**src/rtl/alu_seq.sv**
```systemverilog
// alu_seq: multi-cycle ALU with start/busy/done handshake, iterative 1-bit/cycle shifts and Z/N/C flags.
// Define ALU_SEQ_MUL_EN to add opcode 1100, a WIDTH-cycle shift-add unsigned multiplier.
module alu_seq #(
    parameter int WIDTH   = 24,
    parameter int SHAMT_W = 5
) (
    input  logic             clk,
    input  logic             rst_n,
    input  logic [WIDTH-1:0] A_bus,
    input  logic [WIDTH-1:0] B_bus,
    input  logic [3:0]       operation,
    input  logic             start,
    output logic             busy,
    output logic             done,
    output logic [WIDTH-1:0] C_bus,
    output logic             Z_flag,
    output logic             N_flag,
    output logic             C_flag
);
    localparam int CW = $clog2(WIDTH + 1);
    localparam logic [3:0] OP_ADD = 4'b0001, OP_SUB = 4'b0010, OP_PASSA = 4'b0011, OP_PASSB = 4'b0100,
                           OP_INC = 4'b0101, OP_DEC = 4'b0110, OP_SHL = 4'b0111, OP_SHR = 4'b1000,
                           OP_CLR = 4'b1011, OP_MUL = 4'b1100;
    typedef enum logic [1:0] {IDLE, EXEC, DONE} state_t;
    state_t state;
    logic [WIDTH-1:0] a_r, b_r, sh, sh_nx, res;
    logic [3:0] op_r;
    logic [CW-1:0] cnt, cnt0;
    logic [SHAMT_W-1:0] k;
    logic cy_nx, rc, upd, kz, shl;
`ifdef ALU_SEQ_MUL_EN
    logic [2*WIDTH-1:0] prod, prod_nx;
    logic [WIDTH:0] psum;
    // one multiplier bit per cycle: add A into the high half, then shift the whole product right
    always_comb begin
        psum = {1'b0, prod[2*WIDTH-1:WIDTH]} + (prod[0] ? {1'b0, a_r} : '0);
        prod_nx = {psum, prod[WIDTH-1:1]};
    end
`endif
    assign k   = B_bus[SHAMT_W-1:0];
    assign kz  = b_r[SHAMT_W-1:0] == '0;
    assign shl = op_r == OP_SHL;
    always_comb begin
        cnt0 = '0;
        if (operation == OP_SHL || operation == OP_SHR)
            cnt0 = (k == '0) ? '0 : (int'(k) >= WIDTH) ? CW'(WIDTH - 1) : CW'(k - 1'b1);
`ifdef ALU_SEQ_MUL_EN
        if (operation == OP_MUL) cnt0 = CW'(WIDTH - 1);
`endif
    end
    always_comb begin
        sh_nx = shl ? {sh[WIDTH-2:0], 1'b0} : {1'b0, sh[WIDTH-1:1]};
        cy_nx = shl ? sh[WIDTH-1] : sh[0];
        rc    = 1'b0;
        res   = C_bus;
        upd   = 1'b1;
        case (op_r)
            OP_ADD:   {rc, res} = {1'b0, a_r} + {1'b0, b_r};
            OP_SUB:   {rc, res} = {1'b0, a_r} - {1'b0, b_r};
            OP_PASSA: res = a_r;
            OP_PASSB: res = b_r;
            OP_INC:   {rc, res} = {1'b0, a_r} + (WIDTH+1)'(1);
            OP_DEC:   {rc, res} = {1'b0, a_r} - (WIDTH+1)'(1);
            OP_SHL, OP_SHR: begin
                res = kz ? a_r : sh_nx;
                rc  = !kz && cy_nx;
            end
            OP_CLR:   res = '0;
`ifdef ALU_SEQ_MUL_EN
            OP_MUL: begin
                res = prod_nx[WIDTH-1:0];
                rc  = |prod_nx[2*WIDTH-1:WIDTH];
            end
`endif
            default:  upd = 1'b0;
        endcase
    end
    always_ff @(posedge clk or negedge rst_n) begin
        if (!rst_n) begin
            state  <= IDLE;
            busy   <= 1'b0;
            done   <= 1'b0;
            C_bus  <= '0;
            Z_flag <= 1'b0;
            N_flag <= 1'b0;
            C_flag <= 1'b0;
            a_r    <= '0;
            b_r    <= '0;
            op_r   <= '0;
            sh     <= '0;
            cnt    <= '0;
`ifdef ALU_SEQ_MUL_EN
            prod   <= '0;
`endif
        end else begin
            done <= 1'b0;
            case (state)
                IDLE, DONE: begin
                    state <= IDLE;
                    if (start) begin
                        state <= EXEC;
                        busy  <= 1'b1;
                        a_r   <= A_bus;
                        b_r   <= B_bus;
                        op_r  <= operation;
                        sh    <= A_bus;
                        cnt   <= cnt0;
`ifdef ALU_SEQ_MUL_EN
                        prod  <= {{WIDTH{1'b0}}, B_bus};
`endif
                    end
                end
                EXEC: begin
                    sh  <= sh_nx;
                    cnt <= cnt - 1'b1;
`ifdef ALU_SEQ_MUL_EN
                    prod <= prod_nx;
`endif
                    if (cnt == '0) begin
                        state <= DONE;
                        busy  <= 1'b0;
                        done  <= 1'b1;
                        if (upd) begin
                            C_bus  <= res;
                            Z_flag <= res == '0;
                            N_flag <= res[WIDTH-1];
                            C_flag <= rc;
                        end
                    end
                end
                default: state <= IDLE;
            endcase
        end
    end
endmodule

```
**config.mk**
```make
export PLATFORM = sky130hd
export DESIGN_NAME = alu_seq
export DESIGN_NICKNAME = d
export VERILOG_FILES = /design/src/rtl/alu_seq.sv
export SDC_FILE = /design/constraint.sdc
export NUM_CORES = 1
export LEC_CHECK = 0
export BUFFER_PORTS_ARGS = -buffer_cell sky130_fd_sc_hd__buf_4
export CORE_MARGIN = 1.5
export CORE_UTILIZATION = 39
export CTS_BUF_LIST = sky130_fd_sc_hd__clkbuf_8 sky130_fd_sc_hd__clkbuf_16
export DETAILED_ROUTE_END_ITERATION = 12
export SETUP_SLACK_MARGIN = 0.05
export SKIP_CTS_REPAIR_TIMING = 1
export SYNTH_ARGS = -nofsm -noshare
export SYNTH_HDL_FRONTEND = slang
export SYNTH_SLANG_ARGS = --single-unit
export TNS_END_PERCENT = 100
```
**constraint.sdc**
```tcl
create_clock -name clk -period 9.3 [get_ports clk]
set_clock_uncertainty 0.05 [all_clocks]
set_input_delay 1.395 -clock clk [delete_from_list [all_inputs] [get_ports clk]]
set_output_delay 1.395 -clock clk [all_outputs]
set_load 0.01 [all_outputs]
```
**Word level (Yosys, flattened, before mapping)**

Index checks and enable logic that the tools add are counted.

- Bits in read-only memories: 0
- Flip-flop bits (word level): 112
- Input port bits: 55
- Output and inout port bits: 29
- Memory bits (writable): 0
- Bits in latches: 0
- Memories: 0
- Word-level logic and storage cells: 71

- Bitwise operators: 0
- Equality and inequality tests: 15
- $lt $le $gt $ge: 1
- Multiplexer cells: 21
- Multiply operators: 0
- Reductions and logical operators: 16
- Add/sub/neg operators: 6
- Shift-type cells: 0
- Div/mod/pow operators: 0

Operators by type and width:

| cell | count |
|---|---|
| 24-bit one-hot mux with 8 select lines | 1 |
| 24-bit 2-to-1 mux | 3 |
| 24-bit one-hot mux with 2 select lines | 1 |
| 24-bit by 1-bit adder with 25-bit output (second input constant) | 1 |
| 24-bit by 24-bit adder with 25-bit output | 1 |
| 24-bit by 1-bit subtractor with 25-bit output (second input constant) | 1 |
| 24-bit by 24-bit subtractor with 25-bit output | 1 |
| 24-bit logical NOT | 1 |
| 4-bit by 3-bit equality test with 1-bit output (second input constant) | 5 |
| 5-bit 2-to-1 mux | 4 |
| 5-bit logical NOT | 3 |
| 4-bit equality test (second input constant) | 3 |
| 5-bit one-hot mux with 2 select lines | 1 |
| 5-bit by 1-bit subtractor with 5-bit output (second input constant) | 2 |
| 9-bit OR reduction | 1 |
| 4-bit by 2-bit equality test with 1-bit output (second input constant) | 2 |
| 1-bit 2-to-1 mux | 7 |
| 3-bit AND reduction | 2 |
| 5-bit greater-or-equal comparator (second input constant) | 1 |
| 1-bit one-hot mux with 5 select lines | 1 |
| 4-bit by 1-bit equality test with 1-bit output (second input constant) | 1 |
| 2-bit != test (second input constant) | 2 |
| 2-bit one-hot mux with 2 select lines | 1 |
| 2-bit AND reduction | 2 |
| 10 further kinds | 11 |

**Logic depth before layout (Yosys ltp)**

Gate-level depths: netlist of the first run.

- Depth in word-level cells: 6
- Gate-level depth with buffers: 15
- Mapped depth without buffers: 14

**Least setup slack after synthesis of the first run**

Ideal clock, no wire load.

- Path kind: reg2reg
- Start point: register a_r[0]
- End point: register Z_flag
- Cell stages (with the launch flop): 15
- Clock period less this slack: 3495 ps
- Path buffers: 1
- Setup time: 74 ps
- Path slack: 5805 ps
- Data required time: 9176 ps
- Arrival: 3371 ps
- Cells stage by stage: dfrtp_1 -> buf_2 -> inv_1 -> ha_1 -> inv_1 -> fa_1 -> a21o_1 -> a221o_1 -> a311o_1 -> a221o_1 -> a211oi_1 -> nand4_1 -> a2111oi_2 -> nand4_1 -> o21ai_2

- Word-level cells in the longest chain between the ends: 3
- Elaborated cells between the ends (all ways): 7
- Classes of those cells: add/sub: 4; mux: 2; reduce/logical: 1

Ends and longest elaborated chain:

| element | line | text |
|---|---|---|
| start, declared | 26 | `logic [WIDTH-1:0] a_r, b_r, sh, sh_nx, res;` |
| start signal, assigned | 103 | `a_r <= A_bus;` |
| 24-bit by 1-bit subtractor with 25-bit output (tied with other cells) | 63 | `OP_DEC: {rc, res} = {1'b0, a_r} - (WIDTH+1)'(1);` |
| 24-bit one-hot mux with 8 select lines (*) | 57 | `case (op_r)` |
| 24-bit logical NOT (*) | 125 | `Z_flag <= res == '0;` |
| end signal, assigned | 84 | `Z_flag <= 1'b0;` |
| end signal, assigned | 125 |  |
| end, declared | 16 | `output logic Z_flag,` |

Every way passes the cells marked *; elsewhere a longest branch is shown, timed or not.
A chain may end at the register's enable or synchronous reset.

**Final worst setup path of the first run**

- Start point: register op_r[1]
- End point: register Z_flag

- Word-level cells in the longest chain between the ends: 5
- Elaborated cells between the ends (all ways): 17
- Classes of those cells: eq/ne: 9; mux: 4; reduce/logical: 4

Ends and longest elaborated chain:

| element | line | text |
|---|---|---|
| start, declared | 27 | `logic [3:0] op_r;` |
| start signal, assigned | 105 | `op_r <= operation;` |
| 4-bit by 3-bit equality test with 1-bit output | 42, 57 |  |
| 24-bit 2-to-1 mux | 52 | `sh_nx = shl ? {sh[WIDTH-2:0], 1'b0} : {1'b0, sh[WIDTH-1:1]};` |
| 24-bit 2-to-1 mux | 65 | `res = kz ? a_r : sh_nx;` |
| 24-bit one-hot mux with 8 select lines | 57 |  |
| 24-bit logical NOT | 125 |  |

Several ways; a longest one is shown, not always the timed one.

==> impl_results.md, run 1 <==
- Run status: finished clean
- FFs w/ async S/R, synth: 1.00
- Combinational family with the most area after synthesis: compound AO/OA/AOI/OAI gates
- Final cell utilization of the core: 0.441
- Clock Sink Count: 111
- Post-Syn Nets: 1395
- Total core area: 25300 um^2
- Cell-by-cell listing of the critical path: and4b_1 > mux2i_1 > a211oi_1 > a2111oi_2 > o221ai_1 > a2111oi_2 > nand4_1 > a2111oi_2 > nand4_1 > o21ai_2
- Area of the die: 26800 um^2
- RSZ-0062 raised after global routing: false
- Post-synth design cell area: 10100 um^2
- Worst setup slack before clock tree synthesis: 4.73 ns
- Routed wire length per instance: 23.0 um
- Root Buffer: clkbuf_16
- CP arrival: 4.87 ns
- Critical path origin: op_r[1]
- Routed Antenna Nets: 0
- Largest cells by area after synthesis: dfrtp_1 28%, ha_1 6.7%, nand2_1 6.7%
- Most used cell along the critical path: a2111oi_2
- Master of the slowest instance on the critical path: dfrtp_1
- Synth Area in Compound Gates: 0.287
- Post-route clock period utilization: 0.496
- Fill cell count: ~2.6k
- First-pass iteration count of the detailed router: 6
- Bufs on Longest Clock Path: 2
- Maximum vdd ir drop: 0.172 mV
- Nets: 1404
- Post-layout instance area: 11100 um^2
- Total DRC errors in the routed layout: 0
- Initial standard-cell utilization of the core: 0.400
- Wire length reported by the detailed router: 37.5 mm
- Count of maximum capacitance violations: 0
- Post-synthesis sequential area ratio: 0.275
- DP HPWL: 28.0 mm
- Synth Register Bits: 111
- Share of Yosys cell area claimed by the top area cell type: 0.275
- Number of max-slew violations in the final report: 0
- Avg Synthesized Cell Area: 7.86 um^2
- Number of failing setup endpoints in the final timing report: 0
- Final number of hold-violating endpoints: 0
- Number of H-tree branching levels: 3
- Placed Area: 10800 um^2
- Highest cell delay on the worst timing path: 1.02 ns
- Setup TNS after final layout: 0 ns
- Required time at the worst-slack endpoint: 9.55 ns
- Number of buffers inserted during clock tree synthesis: 9
- Vias in the first global route: 9478
- Maximum number of pins on one net before global-route repair: 66
- Multi-input combinational cell area: about 6700 um^2
- Share of synthesized cell area in full adder, half adder and majority cells: 0.0709
- Diode count: 0
- Launch point of the worst hold path: op_r[0]
- Setup Crit Path Kind: reg2reg
- Routed via count divided by cell count: about 6.4
- DR iter-0 viols: roughly 1.1k
- Final critical path time including I/O delays and setup: 4.61 ns
- Count of input and output buffers: 83
- Leading area contributor after synthesis: dfrtp_1
- Remaining max-slew budget at the tightest pin: 0.248
- Fraction of layout instances using a drive strength above 1: 0.130
- Launching element type of the critical path: flip-flop
- Most common cell after layout, fill and taps aside: nand2_1
- CTS tree: yes
- EDFF count, synth: 0
- Y dimension of the die: 164 um
- Reg-to-reg critical path startpoint: op_r[1]
- Leakage power of the design: 4.66 nW
- Number of warnings reported in the yosys synthesis log: 0
- Power density normalized to cell area: 429 nW/um^2
- Ys flop type: dfrtp_1
- Wire length of the first global-routing pass: approximately 57 mm
- Placer Congestion: 0.970
- Register area: 2780 um^2
- Total via count after detailed routing: 10.4k
- Final setup margin: 4.69 ns
- Area Growth Syn to Fin: 10.3%
- Nature of the critical path endpoint: flip-flop
- Worst min path class: reg2reg
- Post-synthesis share of cell area spent on and, or, nand and nor gates: 0.233
- Overall track demand over capacity in global routing: 0.280
- Horiz. Die Dim: 164 um
- Most frequent cells in the layout: 179 x nand2_1, 121 x o21ai_0, 111 x dfrtp_1
- Clk pin slew, worst setup/hold paths: 0.09 ns
- Least-Margin Pin Slew: around 1.1 ns
- Fraction of synthesized cell area in xor and xnor cells: 0.0260
- Clk_lat worst skew: 0.37 ns
- Proportion of synthesized area in mux cells: 0.0415
- Standard-cell row count: 58
- Number of antenna violations at the first check in global routing: 0
- Critical path peak fanout: 33
- Number of top-level design ports: 84
- Overflow left after global routing: 0
- Post-synthesis cell count: 1284
- Number of library cell types mapped by synthesis: 92
- Fmax: 0.217 GHz
## synth_stat cells (13+ instances only)
| cell type | number |
|---|---|
| nor2_1 | 71 |
| a211oi_1 | 22 |
| buf_2 | 20 |
| nand2_1 | 179 |
| a31oi_1 | 21 |
| o21ai_0 | 121 |
| and2_1 | 13 |
| a22oi_1 | 31 |
| ha_1 | 54 |
| dfrtp_1 | 111 |
| a21o_1 | 13 |
| xnor2_1 | 20 |
| nor3_1 | 28 |
| mux2_2 | 15 |
| nand4_1 | 20 |
| inv_1 | 58 |
| nor4_1 | 18 |
| clkbuf_1 | 63 |
| nand3_1 | 29 |
| a21oi_1 | 81 |
| o221ai_1 | 14 |
| nor2b_1 | 13 |
| o211ai_1 | 13 |
| mux2i_1 | 25 |
| or3_1 | 13 |
## area by class of cell
type / count / share of cell area
Sequential cell: 111 / 0.250
Inverter: 59 / 0.0199
Timing Repair Buffer: 98 / 0.0661
Clock inverter: 7 / 0.00596
Clock buffer: 9 / 0.0202
Tap cell: 330 / 0.0371
Multi-Input combinational cell: 1014 / 0.601
## logic make-up after synthesis
kind of cell | after synthesis
compound gates | 428
xor+xnor | 30
fa+ha+maj | 56
buf+inv | 159
flops | 111
mux | 40
simple gates | 460
## final timing paths
path                            end  slack [ns]  cells past startpoint
setup / recovery             Z_flag        4.69                     10
setup reg to reg             Z_flag        4.69                     10
hold / removal              op_r[0]        0.44                      2
min in group asynchronous  C_bus[6]        1.01                      1
max in group asynchronous   a_r[23]        6.90                      2
hold reg to reg             op_r[0]        0.44                      2
## stage by stage
| stage | cells | power [mW] | hold WS (ns) |
|---|---|---|---|
| after floorplan | 1284 | 3.26 | 0.438 |
| after global placement | 1612 | 4.27 | 0.411 |
| after detailed placement | 1612 | 4.27 | 0.417 |
| after CTS | 1628 | 4.68 | 0.437 |
| after global routing | 1628 | 5.11 | 0.474 |
| final | 1628 | 4.77 | 0.438 |
## sequential cells by signal, indices dropped and copies added (netlist names)
name and flops:
C_bus 24, C_flag 1, Z_flag 1, a_r 24, b_r 24, busy 1
cnt 5, done 1, op_r 4, sh 24, state 2
## routing by layer
metal  part of all wire  up-vias  GRT usage
met5                  0        -          0
met4              0.023        0     0.0707
met3              0.091       59     0.0500
met2               0.42      520      0.409
met1               0.46     5008      0.420
li1                   -     4783          -
## worst max-delay path: cells and delay by family (launching register included)
| family | cells | cell delay [ns] |
|---|---|---|
| muxes | 1 | 0.32 |
| AOI/OAI and AO/OA | 6 | 1.72 |
| and+or+nand+nor | 3 | 1.43 |
| DFF | 1 | 1.02 |
## where the power goes
part / switching, mW / leakage, nW / internal [mW] / total [mW]
logic: 2.08 / 3.13 / 1.19 / 3.26
clock network: 0.214 / 0.146 / 0.188 / 0.402
registers: 0.399 / 1.38 / 0.705 / 1.10
total: 2.69 / 4.66 / 2.08 / 4.77
Note: power is estimated with default switching activity, not from simulation.
==> run 2, diff against run 1 <==
--- a/config.mk
+++ b/config.mk
@@ -5,6 +5,7 @@
 export SDC_FILE = /design/constraint.sdc
 export NUM_CORES = 1
 export LEC_CHECK = 0
+export ABC_AREA = 1
 export BUFFER_PORTS_ARGS = -buffer_cell sky130_fd_sc_hd__buf_4
 export CORE_MARGIN = 1.5
 export CORE_UTILIZATION = 39
==> constraint.sdc (replaced) <==
create_clock -name clk -period 4.71 [get_ports clk]
set_clock_uncertainty 0.05 [all_clocks]
set_input_delay 0.7065 -clock clk [delete_from_list [all_inputs] [get_ports clk]]
set_output_delay 0.7065 -clock clk [all_outputs]
set_load 0.01 [all_outputs]
==> run 2 against run 1 <==
Compared with the run above:
- maximum frequency grew 40%
- non-clock buffer count shrank 2
- sequential share of layout area shrank 1.2 points
- flip-flop and latch count is the same
- utilization shrank 0.36 points
- global-route usage grew 1.7 points
- critical path type unchanged
- highest routed layer unchanged
==> impl_results.md, run 2 <==
- Number of top-level design ports: 84 (unchanged)
- Routed via count divided by cell count: 5.53 (was 6.37)
- Final number of hold-violating endpoints: 0 (unchanged)
- Clk_lat worst skew: 0.38 ns (was 0.37 ns)
- Setup Crit Path Kind: reg2reg (unchanged)
- Root Buffer: clkbuf_16 (unchanged)
- Leakage power of the design: 5.97 nW (was 4.66 nW)
- Post-synth design cell area: 10600 um^2 (was 10100 um^2)
- Post-synthesis sequential area ratio: 0.263 (was 0.275)
- CP arrival: 3.57 ns (was 4.87 ns)
- Worst min path class: in2async (was reg2reg)
- Count of maximum capacitance violations: 0 (unchanged)
- Most instantiated library cell after synthesis: nand2_1 (unchanged)
- Number of antenna violations at the first check in global routing: 0 (unchanged)
- Routed wire length per instance: 19.2 um (was 23.0 um)
- Number of buffers inserted during clock tree synthesis: 9 (unchanged)
- Wire length of the first global-routing pass: 64.2 mm (was 57.1 mm)
- Reg2reg end: Z_flag (unchanged)
- Maximum vdd ir drop: 0.486 mV (was 0.172 mV)
- Post-synthesis cell count: 1768 (was 1284)
- Wire length on met3: 2.80 mm (was 3.43 mm)
- Final critical path time including I/O delays and setup: 3.29 ns (was 4.61 ns)
- Standard-cell row count: 60 (was 58)
- Horiz. Die Dim: 168 um (was 164 um)
- Final setup margin: 1.42 ns (was 4.69 ns)
- First-pass iteration count of the detailed router: 6 (unchanged)
- Count of input and output buffers: 83 (unchanged)
- Nature of the critical path endpoint: flip-flop (unchanged)
- DP HPWL: 33.0 mm (was 28.0 mm)
- Clk pin slew, worst setup/hold paths: 0.10 ns (was 0.09 ns)
- CTS tree: yes (unchanged)
- RSZ-0062 raised after global routing: false (unchanged)
- EDFF count, synth: 0 (unchanged)
- Number of failing setup endpoints in the final timing report: 0 (unchanged)
- Overflow left after global routing: 0 (unchanged)
- Ys flop type: dfrtp_1 (unchanged)
- Maximum number of pins on one net before global-route repair: 77 (was 66)
- Register area: 2780 um^2 (unchanged)
- Most common cell after layout, fill and taps aside: nand2_1 (unchanged)
- Area of the die: 28100 um^2 (was 26800 um^2)
- Synth Register Bits: 111 (unchanged)
- Worst setup slack before clock tree synthesis: 1.51 ns (was 4.73 ns)
- Number of H-tree branching levels: 3 (unchanged)
- Share of Yosys cell area claimed by the top area cell type: 0.263 (was 0.275)
- Power density normalized to cell area: 842 nW/um^2 (was 429 nW/um^2)
- Nets: 1916 (was 1404)
- Total via count after detailed routing: 11.9k (was 10.4k)
- Vias in the first global route: 11.2k (was 9478)
- Launching element type of the critical path: flip-flop (unchanged)
- Y dimension of the die: 168 um (was 164 um)
- Initial standard-cell utilization of the core: 0.394 (was 0.400)
- Number of max-slew violations in the final report: 0 (unchanged)
- Total DRC errors in the routed layout: 0 (unchanged)
- Wire length reported by the detailed router: 41.3 mm (was 37.5 mm)
- Required time at the worst-slack endpoint: 4.99 ns (was 9.55 ns)
- Fmax: 0.304 GHz (was 0.217 GHz)
- Least-Margin Pin Slew: 0.987 ns (was 1.11 ns)
- Post-Syn Nets: 1879 (was 1395)
- Number of warnings reported in the yosys synthesis log: 0 (unchanged)
- DR iter-0 viols: 1266 (was 1054)
- Length of routed met2 wiring: 18.9 mm (was 15.9 mm)
- Routed met1 length: 18.5 mm (was 17.3 mm)
- Leading area contributor after synthesis: dfrtp_1 (unchanged)
- Setup TNS after final layout: 0 ns (unchanged)
- Placer Congestion: 0.969 (was 0.970)
- Reg-to-reg setup timing slack: 1.42 ns (was 4.69 ns)
- Fraction of layout instances using a drive strength above 1: 0.0851 (was 0.130)
- FFs w/ async S/R, synth: 1.00 (unchanged)
- Total core area: 26800 um^2 (was 25300 um^2)
- Largest cells by area after synthesis: dfrtp_1 26%, nand2_1 20%, nand3_1 10% (was dfrtp_1 28%, ha_1 6.7%, nand2_1 6.7%)
- Cell count of the worst reg-to-reg path: 17 (was 10)
- Reg-to-reg critical path startpoint: op_r[0] (was op_r[1])
- Commonest cells post-synth: 553 x nand2_1, 220 x nor2_1, 216 x nand3_1, 193 x inv_1, 114 x o21ai_0 (was 179 x nand2_1, 121 x o21ai_0, 111 x dfrtp_1, 81 x a21oi_1, 71 x nor2_1)
- Area Growth Syn to Fin: 10.8% (was 10.3%)
- Multi-input combinational cell area: 6710 um^2 (was 6690 um^2)
- Routed Antenna Nets: 0 (unchanged)
- Most frequent cells in the layout: 553 x nand2_1, 220 x nor2_1, 216 x nand3_1 (was 179 x nand2_1, 121 x o21ai_0, 111 x dfrtp_1)
- Overall track demand over capacity in global routing: 0.296 (was 0.280)
- Fill cell count: 2888 (was 2630)
- Critical path peak fanout: 43 (was 33)
- Post-route clock period utilization: 0.699 (was 0.496)
- Bufs on Longest Clock Path: 2 (unchanged)
- Clock Sink Count: 111 (unchanged)
- Run status: finished clean (unchanged)
- Highest metal layer with signal wires: met4 (unchanged)
- Remaining max-slew budget at the tightest pin: 0.340 (was 0.248)
- Number of library cell types mapped by synthesis: 46 (was 92)
- Avg Synthesized Cell Area: 5.98 um^2 (was 7.86 um^2)
- Diode count: 0 (unchanged)
## run 2: per-layer routing
metal	track usage	up-vias
li1	-	5797
met1	0.409	5537
met2	0.488	494
met3	0.0321	67
met4	0.0885	0
met5	0	-
## run 2: critical path: stages (launching register included)
cell	delay [ns]
dfrtp_1	0.45
inv_1	0.12
nand2_1	0.09
nand2_1	0.10
nand2_1	0.06
nand2_1	0.55
inv_2	0.35
nor2_4	0.29
inv_2	0.29
nor2_1	0.23
nand2_1	0.07
nor2_1	0.10
nand2_1	0.07
nor2_1	0.09
nand3_1	0.09
nor2_1	0.09
nand3_1	0.07
nand2_1	0.07
## run 2: per-stage QoR
stage	std cells	power, mW	hold slack, ns	utilization	cell area, um^2
4_1_cts	2151	9.71	0.336	0.437	11700
3_5_place_dp	2135	8.80	0.426	0.425	11400
6_report	2151	9.87	0.282	0.437	11700
2_1_floorplan	1768	6.62	0.361	-	10600
3_3_place_gp	2135	8.77	0.425	0.425	11400
5_1_grt	2151	10.7	0.368	0.437	11700
## run 2: logic make-up (layout without fill, tap and decap cells)
group,count (synthesis),in the layout,synth area share
simple gates,1072,1072,0.428
fa+ha+maj,56,56,0.0677
xor+xnor,8,8,0.00663
compound gates,249,249,0.132
buf+inv,272,314,0.103
flops,111,111,0.263
## run 2: worst max-delay path by stage
stage,startpoint,slack (ns),end,cells after the start
finish,op_r[0],1.42,Z_flag,17
global route,op_r[0],1.14,Z_flag,17
CTS,op_r[0],1.47,Z_flag,17
detailed placement,op_r[0],1.51,Z_flag,17
global placement,op_r[0],1.55,Z_flag,17
floorplan,a_r[0],2.37,Z_flag,19
## run 2: where the power goes
group	total [mW]	switching (mW)	internal (mW)
sequential	2.02	0.636	1.38
clock	0.892	0.459	0.434
combinational	6.96	4.81	2.14
total	9.87	5.91	3.96
## run 2: area by class of cell
class / count / area share
multi-input combinational: 1385 / 0.572
tap: 341 / 0.0364
clock inverter: 7 / 0.00865
clock buffer: 9 / 0.0192
sequential: 111 / 0.237
timing repair buffer: 96 / 0.0615
inverter: 202 / 0.0647
